### src/rtl/wb_queue_pkg.sv
// ============================================================================
// Module : wb_queue_pkg
// Brief  : Shared types and constants for the register-file write-back queue.
// Rev    : 1.0 - initial release
// ============================================================================
`default_nettype none

package wb_queue_pkg;

    localparam int WB_ADDR_W = 5;
    localparam int WB_DATA_W = 32;

    localparam logic [WB_ADDR_W-1:0] REG_ZERO = 5'd0;

    typedef struct packed {
        logic [WB_ADDR_W-1:0] addr;
        logic [WB_DATA_W-1:0] data;
    } wb_entry_t;

endpackage

`default_nettype wire

### src/rtl/wb_queue_mem.sv
// ============================================================================
// Module : wb_queue_mem
// Brief  : DEPTH-entry write-back storage, one write and one read port, with
//          every entry and its valid bit exposed for the forwarding search.
// Rev    : 1.0 - initial release
// ============================================================================
`default_nettype none

module wb_queue_mem
    import wb_queue_pkg::*;
#(
    parameter int N     = 32,
    parameter int DEPTH = 4,
    parameter int PW    = $clog2(DEPTH)
) (
    input  logic                                 clk,
    input  logic                                 reset,
    input  logic                                 wr_en_i,
    input  logic [PW-1:0]                        wr_idx_i,
    input  logic [WB_ADDR_W-1:0]                 wr_addr_i,
    input  logic [N-1:0]                         wr_data_i,
    input  logic                                 rd_en_i,
    input  logic [PW-1:0]                        rd_idx_i,
    output logic [WB_ADDR_W-1:0]                 rd_addr_o,
    output logic [N-1:0]                         rd_data_o,
    output logic [DEPTH-1:0][WB_ADDR_W-1:0]      entry_addr_o,
    output logic [DEPTH-1:0][N-1:0]              entry_data_o,
    output logic [DEPTH-1:0]                     valid_o
);

    logic [DEPTH-1:0][WB_ADDR_W-1:0] addr_d, addr_q;
    logic [DEPTH-1:0][N-1:0]         data_d, data_q;
    logic [DEPTH-1:0]                valid_d, valid_q;

    // Read clears before write sets; the top never writes and reads one slot
    // at the same edge, so the order only matters for clarity.
    always_comb begin
        addr_d  = addr_q;
        data_d  = data_q;
        valid_d = valid_q;
        if (rd_en_i) begin
            valid_d[rd_idx_i] = 1'b0;
        end
        if (wr_en_i) begin
            addr_d[wr_idx_i]  = wr_addr_i;
            data_d[wr_idx_i]  = wr_data_i;
            valid_d[wr_idx_i] = 1'b1;
        end
    end

    always_ff @(posedge clk or negedge reset) begin
        if (!reset) begin
            addr_q  <= '0;
            data_q  <= '0;
            valid_q <= '0;
        end else begin
            addr_q  <= addr_d;
            data_q  <= data_d;
            valid_q <= valid_d;
        end
    end

    assign rd_addr_o    = addr_q[rd_idx_i];
    assign rd_data_o    = data_q[rd_idx_i];
    assign entry_addr_o = addr_q;
    assign entry_data_o = data_q;
    assign valid_o      = valid_q;

endmodule

`default_nettype wire

### src/rtl/writeback_queue.sv
// ============================================================================
// Module : writeback_queue
// Brief  : In-order write-back buffer feeding the register file write port,
//          with optional same-cycle forwarding (macro WB_QUEUE_FORWARD_EN).
// Rev    : 1.0 - initial release
// ============================================================================
`default_nettype none

module writeback_queue
    import wb_queue_pkg::*;
#(
    parameter int N     = 32,
    parameter int DEPTH = 4
) (
    input  logic                     clk,
    input  logic                     reset,
    input  logic                     In_Valid_i,
    output logic                     In_Ready_o,
    input  logic [4:0]               In_Register_i,
    input  logic [N-1:0]             In_Data_i,
    input  logic                     Drain_En_i,
    output logic                     Reg_Write_o,
    output logic [4:0]               Write_Register_o,
    output logic [N-1:0]             Write_Data_o,
    output logic [$clog2(DEPTH):0]   Count_o,
    input  logic [4:0]               Fwd_Addr_1_i,
    input  logic [4:0]               Fwd_Addr_2_i,
    output logic                     Fwd_Hit_1_o,
    output logic                     Fwd_Hit_2_o,
    output logic [N-1:0]             Fwd_Data_1_o,
    output logic [N-1:0]             Fwd_Data_2_o
);

    localparam int PW = $clog2(DEPTH);
    localparam int CW = PW + 1;
    localparam logic [CW-1:0] FULL_COUNT = CW'(DEPTH);

    logic [PW-1:0]          wr_ptr_d, wr_ptr_q;
    logic [PW-1:0]          rd_ptr_d, rd_ptr_q;
    logic [CW-1:0]          count_d, count_q;
    logic                   reg_write_d, reg_write_q;
    logic [WB_ADDR_W-1:0]   write_register_d, write_register_q;
    logic [N-1:0]           write_data_d, write_data_q;

    logic                   push, pop;
    logic [WB_ADDR_W-1:0]   head_addr;
    logic [N-1:0]           head_data;
    logic [DEPTH-1:0][WB_ADDR_W-1:0] ent_addr;
    logic [DEPTH-1:0][N-1:0]         ent_data;
    logic [DEPTH-1:0]                ent_valid;

    // Ready depends on stored count only, so a pop never opens a full queue early.
    assign In_Ready_o = (count_q < FULL_COUNT);
    assign push       = In_Valid_i && In_Ready_o && (In_Register_i != REG_ZERO);
    assign pop        = Drain_En_i && (count_q != '0);

    wb_queue_mem #(
        .N     (N),
        .DEPTH (DEPTH),
        .PW    (PW)
    ) u_mem (
        .clk          (clk),
        .reset        (reset),
        .wr_en_i      (push),
        .wr_idx_i     (wr_ptr_q),
        .wr_addr_i    (In_Register_i),
        .wr_data_i    (In_Data_i),
        .rd_en_i      (pop),
        .rd_idx_i     (rd_ptr_q),
        .rd_addr_o    (head_addr),
        .rd_data_o    (head_data),
        .entry_addr_o (ent_addr),
        .entry_data_o (ent_data),
        .valid_o      (ent_valid)
    );

    always_comb begin
        wr_ptr_d         = wr_ptr_q;
        rd_ptr_d         = rd_ptr_q;
        count_d          = count_q;
        reg_write_d      = pop;
        write_register_d = write_register_q;
        write_data_d     = write_data_q;
        if (push) begin
            wr_ptr_d = wr_ptr_q + PW'(1);
        end
        if (pop) begin
            rd_ptr_d         = rd_ptr_q + PW'(1);
            write_register_d = head_addr;
            write_data_d     = head_data;
        end
        case ({push, pop})
            2'b10:   count_d = count_q + CW'(1);
            2'b01:   count_d = count_q - CW'(1);
            default: count_d = count_q;
        endcase
    end

    always_ff @(posedge clk or negedge reset) begin
        if (!reset) begin
            wr_ptr_q         <= '0;
            rd_ptr_q         <= '0;
            count_q          <= '0;
            reg_write_q      <= 1'b0;
            write_register_q <= '0;
            write_data_q     <= '0;
        end else begin
            wr_ptr_q         <= wr_ptr_d;
            rd_ptr_q         <= rd_ptr_d;
            count_q          <= count_d;
            reg_write_q      <= reg_write_d;
            write_register_q <= write_register_d;
            write_data_q     <= write_data_d;
        end
    end

    assign Reg_Write_o      = reg_write_q;
    assign Write_Register_o = write_register_q;
    assign Write_Data_o     = write_data_q;
    assign Count_o          = count_q;

`ifdef WB_QUEUE_FORWARD_EN
    // Walk oldest to newest so later matches override: newest entry wins,
    // the output stage only wins when no queued entry matches.
    function automatic logic [N:0] fwd_lookup(input logic [WB_ADDR_W-1:0] addr);
        logic [N:0]    res;
        logic [PW-1:0] idx;
        res = '0;
        if (addr != REG_ZERO) begin
            if (reg_write_q && (write_register_q == addr)) begin
                res = {1'b1, write_data_q};
            end
            for (int i = 0; i < DEPTH; i++) begin
                idx = rd_ptr_q + PW'(i);
                if (ent_valid[idx] && (ent_addr[idx] == addr)) begin
                    res = {1'b1, ent_data[idx]};
                end
            end
        end
        return res;
    endfunction

    always_comb begin
        {Fwd_Hit_1_o, Fwd_Data_1_o} = fwd_lookup(Fwd_Addr_1_i);
        {Fwd_Hit_2_o, Fwd_Data_2_o} = fwd_lookup(Fwd_Addr_2_i);
    end
`else
    logic unused_fwd;
    assign unused_fwd   = ^{Fwd_Addr_1_i, Fwd_Addr_2_i, ent_addr, ent_data, ent_valid};
    assign Fwd_Hit_1_o  = 1'b0;
    assign Fwd_Hit_2_o  = 1'b0;
    assign Fwd_Data_1_o = '0;
    assign Fwd_Data_2_o = '0;
`endif

endmodule

`default_nettype wire

### config.mk
export PLATFORM = sky130hd
export DESIGN_NAME = writeback_queue
export DESIGN_NICKNAME = d
export VERILOG_FILES = /design/src/rtl/wb_queue_pkg.sv /design/src/rtl/wb_queue_mem.sv /design/src/rtl/writeback_queue.sv
export SDC_FILE = /design/constraint.sdc
export NUM_CORES = 1
export LEC_CHECK = 0
export ABC_AREA = 1
export ABC_CLOCK_PERIOD_IN_PS = 3800
export BUFFER_PORTS_ARGS = -buffer_cell sky130_fd_sc_hd__buf_4
export CAP_MARGIN = 20
export CELL_PAD_IN_SITES_DETAIL_PLACEMENT = 1
export CELL_PAD_IN_SITES_GLOBAL_PLACEMENT = 2
export CORE_MARGIN = 5
export CORE_UTILIZATION = 35
export CTS_CLUSTER_SIZE = 30
export DETAILED_ROUTE_END_ITERATION = 6
export GPL_TIMING_DRIVEN = 0
export PLACE_DENSITY = 0.92
export SLEW_MARGIN = 20
export SYNTH_ARGS = -nofsm -noshare
export SYNTH_HDL_FRONTEND = slang
export SYNTH_SLANG_ARGS = --single-unit
export TNS_END_PERCENT = 20
### constraint.sdc
create_clock -name clk -period 3.8 [get_ports clk]
set_clock_uncertainty 0.2 [all_clocks]
set_input_delay 0 -clock clk [delete_from_list [all_inputs] [get_ports clk]]
set_output_delay 0 -clock clk [all_outputs]
set_load 0.03 [all_outputs]
# Word level (Yosys, flattened, before mapping)
# Cells that the tools add are included.
# W data, S select, Z words.
# op_classes
order_cmp,4
reduce_logical,7
n_eq_ne,2
n_addsub,4
mux,11
# ops
op,n
$bwmux W128,1
$bmux W32 S2,1
$demux W32 S2,1
$mux W32,2
$bwmux W20,1
$bmux W5 S2,1
$demux W5 S2,1
$mux W5,2
$lt A2 B3 Y1 const B,2
$pmux W3 S2,1
$reduce_bool A5 Y1,1
$add A2 B1 Y2 const B,2
$logic_and A1 B1 Y1,4
$add A3 B1 Y3 const B,1
$lt A3 B3 Y1 const B,1
$reduce_bool A3 Y1,1
$sub A3 B1 Y3 const B,1
$eq A2 B1 Y1 const B,1
$eq A2 B2 Y1 const B,1
$ge A2 B1 Y1 const B,1
$reduce_bool A2 Y1,1
# word_totals
output_inout_bits,108
in_bits,51
elab_cells,42
register_bits,193

# Longest topological paths before layout
# depth
depth_word,5
ltp_mapped,12
mapped_depth_nobuf,11

# Cells and area by module
# Synthesis repeated with hierarchy kept, for this count alone.
# unflattened
hier_cells,1304
hier_area_um2,9799.4
# modules_own_cells
mod,seq_area_each_um2,n_inst,area_per_inst_um2,cells_each
wb_queue_mem,3803.6,1,7487.2,1028
writeback_queue,1126.1,1,2312.2,276

# Worst setup path before layout
# Ideal clock, no wire load.
# synth_timing
path_kind,register -> register
startpoint,"register count_q[1], in the netlist Count_o[1]"
endpoint,"register count_q[2], in the netlist Count_o[2]"
slack_ns,1.554
required_time_ns,3.466
arrival_time_ns,1.911
path_stages_with_launch,12
setup_time_ns,0.134
period_less_slack_ns,2.246
path_buffers,1
cell_sequence,dfrtp_1 > inv_1 > nand2_1 > nand2_1 > inv_1 > buf_2 > ha_1 > inv_1 > fa_1 > nand2_1 > nand3b_1 > xor2_1
# synth_via
word_cells_on_any_way,11
cone_classes,add/sub (2); order compare (1); eq/ne (2); mux (1); reduce/logical (5)
# synth_lines
element,line_no,text
start: declaration,writeback_queue.sv:40,"logic [CW-1:0] count_d, count_q;"
start signal: assignment,writeback_queue.sv:110,count_q <= count_d;
$reduce_bool A3 Y1 (*),writeback_queue.sv:55,assign pop = Drain_En_i && (count_q != '0);
$logic_and A1 B1 Y1 (*),writeback_queue.sv:55,
named net pop,writeback_queue.sv:45,"logic push, pop;"
$eq A2 B1 Y1 / $eq A2 B2 Y1 (equally long branches),writeback_queue.sv:92,"case ({push, pop})"
$pmux W3 S2 / $reduce_bool A2 Y1 (equally long branches),--,
# The timed path passes the listed nets; every way through them passes the cells marked *.
# A chain may end at the register's enable or synchronous reset.

# Worst setup path after layout
# layout_timing
startpoint,"register count_q[0], in the netlist Count_o[0]"
endpoint,"register count_q[2], in the netlist Count_o[2]"
# Same word-level chain as after synthesis.

==> flow_metrics.tcl <==
set metrics [dict create \
    clock.fmax_mhz 392 \
    cp-end-kind "register" \
    drv_cap 0 \
    drtIter0Drc 519 \
    totalPowerFinal_uw 9940 \
    antenna_left 0 \
    grt_max_degree 92 \
    violations "negative hold slack" \
    grt_antenna_before_repair 1 \
    portBuffers 82 \
    gr-usage-met3_pct 2.85 \
    met2_usage_pct 34.7 \
    setup_tns_ns 0 \
    place_hpwl_um 22700 \
    fin_crit_ns 2.55 \
    cts_max_path_buffers 2 \
    via_per_inst 4.80 \
    outcome "finished with violations" \
    synth.cell_area_um2 10000 \
    yosys.area.top_type "dfrtp_1" \
    h-tree-depth 4 \
    min_path_type "input port to async pin" \
    ys_types 20 \
    leakagePower_uw 0.00698 \
    worstMarginPinSlew_ns 0.809 \
    post-route-period-util_pct 67.1 \
    ir_drop_mv 0.384 \
    whs_ns -0.0222 \
    required_ns 3.94 \
    rr_worst_depth 11 \
    ys_seq_area_share_pct 48.2 \
    synth_warnings 0 \
    critPathKind "register to register" \
    rsz0062_at_grt "false" \
    cts_resized 0 \
    grt_usage_pct 21.1 \
    ys_ff_latch 193 \
    grt_pass1_wl_um 53100 \
    hold_viol 46 \
    final_max_slew_viol_count 0 \
    critPathMaxFanout 11 \
    rows 62 \
    io_pins 159 \
    synth_cells 1326 \
    grt_busiest_layer "met2" \
    start_util_pct 35.2 \
    die_w_um 179 \
    slowest_stage "dfrtp_1" \
    insertion_delay_ns 0.44 \
    max_stage_delay_ns 0.42 \
    synthTopCellsByCount "677 x nand2_1, 193 x dfrtp_1, 148 x nand4_1" \
    drc_errors 0 \
    final_layout_size_suffix_gt1_share_pct 16.4 \
    path_common_cell "nand2_1" \
    worstPathCellList "nor2_1 -> nand2_1 -> nand2_1 -> inv_1 -> buf_2 -> ha_1 -> inv_1 -> fa_1 -> nand2_1 -> nand3b_1 -> xor2_1" \
    gp_congestion 0.818 \
    area_growth_syn_to_layout_pct 23.7 \
    synth_top_area_share_pct 48.2 \
    die_h_um 179 \
    use_met1_pct 29.4 \
    clk_pin_slew_ns 0.08 \
    finalWirelength_um 32800 \
    cts.sinks 193 \
    dr_total_vias 9277 \
    wire_per_inst_um 17.0 \
    async_reset_ff_share_pct 100 \
    slew_headroom_pct 46.0 \
    gr-total-overflow 0 \
    die_area_um2 32100 \
    avgSynthCellArea_um2 7.56 \
    synth.area.top_cells "dfrtp_1 48%, nand2_1 25%, nand4_1 9.2%" \
    numCtsBuffers 17 \
    cts_root_buf "clkbuf_16" \
    tritoncts "done" \
    critPathLaunchType "register" \
    finalSetupViolations 0 \
    coreArea_um2 28500 \
    p_per_area_nw_per_um2 802 \
    nets 1591 \
    drt_pass1_iterations 5 \
    critPathArrivalTime_ns 2.69 \
    synthMostInstantiatedCell "nand2_1" \
    synth-edff-count 0 \
    ys_dominant_reg_cell "dfrtp_1" \
    grt_pass1_vias 9730 \
]
## stage by stage
step / hold slack (ns) / worst slack (ns) / utilization, % / instances / instance area [µm²]
after floorplan: -0.496 / 1.55 / - / 1391 / 10300
after global placement: 0.0873 / 1.06 / 39.9 / 1857 / 11400
after detailed placement: -0.353 / 1.32 / 40.1 / 1859 / 11400
after CTS: 0.000407 / 1.30 / 43.6 / 1930 / 12400
after global routing: 0.0347 / 1.04 / 43.5 / 1931 / 12400
final: -0.0222 / 1.25 / 43.5 / 1931 / 12400
## registers in the layout, indices dropped and copies added (netlist names)
signal and cells:
Count_o 3, Reg_Write_o 1, Write_Data_o 32, Write_Register_o 5, rd_ptr_q 2, u_mem.entry_addr_o 20
u_mem.entry_data_o 128, wr_ptr_q 2
## per-layer routing
metal | part of all wire (%) | up-vias
li1 | - | 4472
met1 | 47 | 4567
met2 | 48 | 197
met3 | 3.8 | 41
met4 | 1.6 | 0
met5 | 0 | -
## area by class of cell
class / instances / area, µm²
inverters: 86 / 323
clock inverters: 14 / 153
multi-input cells: 952 / 4140
fillers: 3578 / 16100
plain buffers: 160 / 973
flip-flops and latches: 193 / 4830
diodes: 1 / 2.50
repair buffers: 124 / 1070
clock buffers: 17 / 425
well taps: 384 / 480
## what timing repair did
| item | 4_1_cts | 5_1_grt |
|---|---|---|
| setup buffers | 0 | 0 |
| endpoints found under the hold margin | 260 | 0 |
| hold buffers | 40 | 0 |
## power breakdown
group | leakage [µW] | internal, µW | switching [µW]
Sequential | 0.00244 | 2980 | 514
Combinational | 0.00427 | 1460 | 3140
Clock | 0.000279 | 978 | 861
Total | 0.00698 | 5420 | 4520
## layout by cell type (no fill, tap or decap), types with 2 or more instances in the layout
cell / n
xor2_1: 2
dlygate4sd3_1: 39
clkbuf_16: 17
nand3_1: 40
conb_1: 66
clkbuf_1: 23
clkinvlp_4: 3
nand4_1: 148
nand3_4: 4
inv_6: 5
dfrtp_1: 193
buf_16: 2
buf_2: 53
bufinv_16: 2
buf_1: 4
inv_1: 86
nand2_1: 677
ha_1: 5
nor2_1: 4
buf_4: 161
o21ai_0: 2
clkinv_2: 3
## cell families after synthesis
logic type      after synthesis  synth area share, %
fa+ha+maj                     6                0.824
simple gates                875                 37.6
flops                       193                 48.2
compound gates                2               0.0999
buf+inv                     246                 12.9
xor+xnor                      3                0.262
other cells                   1               0.0374
## final timing paths
path	endpoint	slack, ns	start
worst max register to register	Count_o[2]$_DFFE_PN0P_	1.25	Count_o[0]$_DFFE_PN0P_
worst min-delay path	Write_Data_o[31]$_DFFE_PN0P_	-0.02	reset
max in group asynchronous	u_mem.entry_data_o[57]$_DFFE_PN0P_	2.60	reset
min in group clk	wr_ptr_q[0]$_DFFE_PN0P_	0.11	In_Valid_i
worst max-delay path	Count_o[2]$_DFFE_PN0P_	1.25	Count_o[0]$_DFFE_PN0P_
worst min register to register	u_mem.entry_data_o[102]$_DFFE_PN0P_	0.27	u_mem.entry_data_o[102]$_DFFE_PN0P_
## worst max-delay path, delay by kind of cell, from the launching register on
kind,cells,cell delay (ns)
flip-flops,1,0.42
XOR/XNOR,1,0.14
AND/OR/NAND/NOR,5,0.49
buffers and inverters,3,0.58
adder cells (fa/ha/maj),2,0.61
Note: power is estimated with default switching activity, not from simulation.
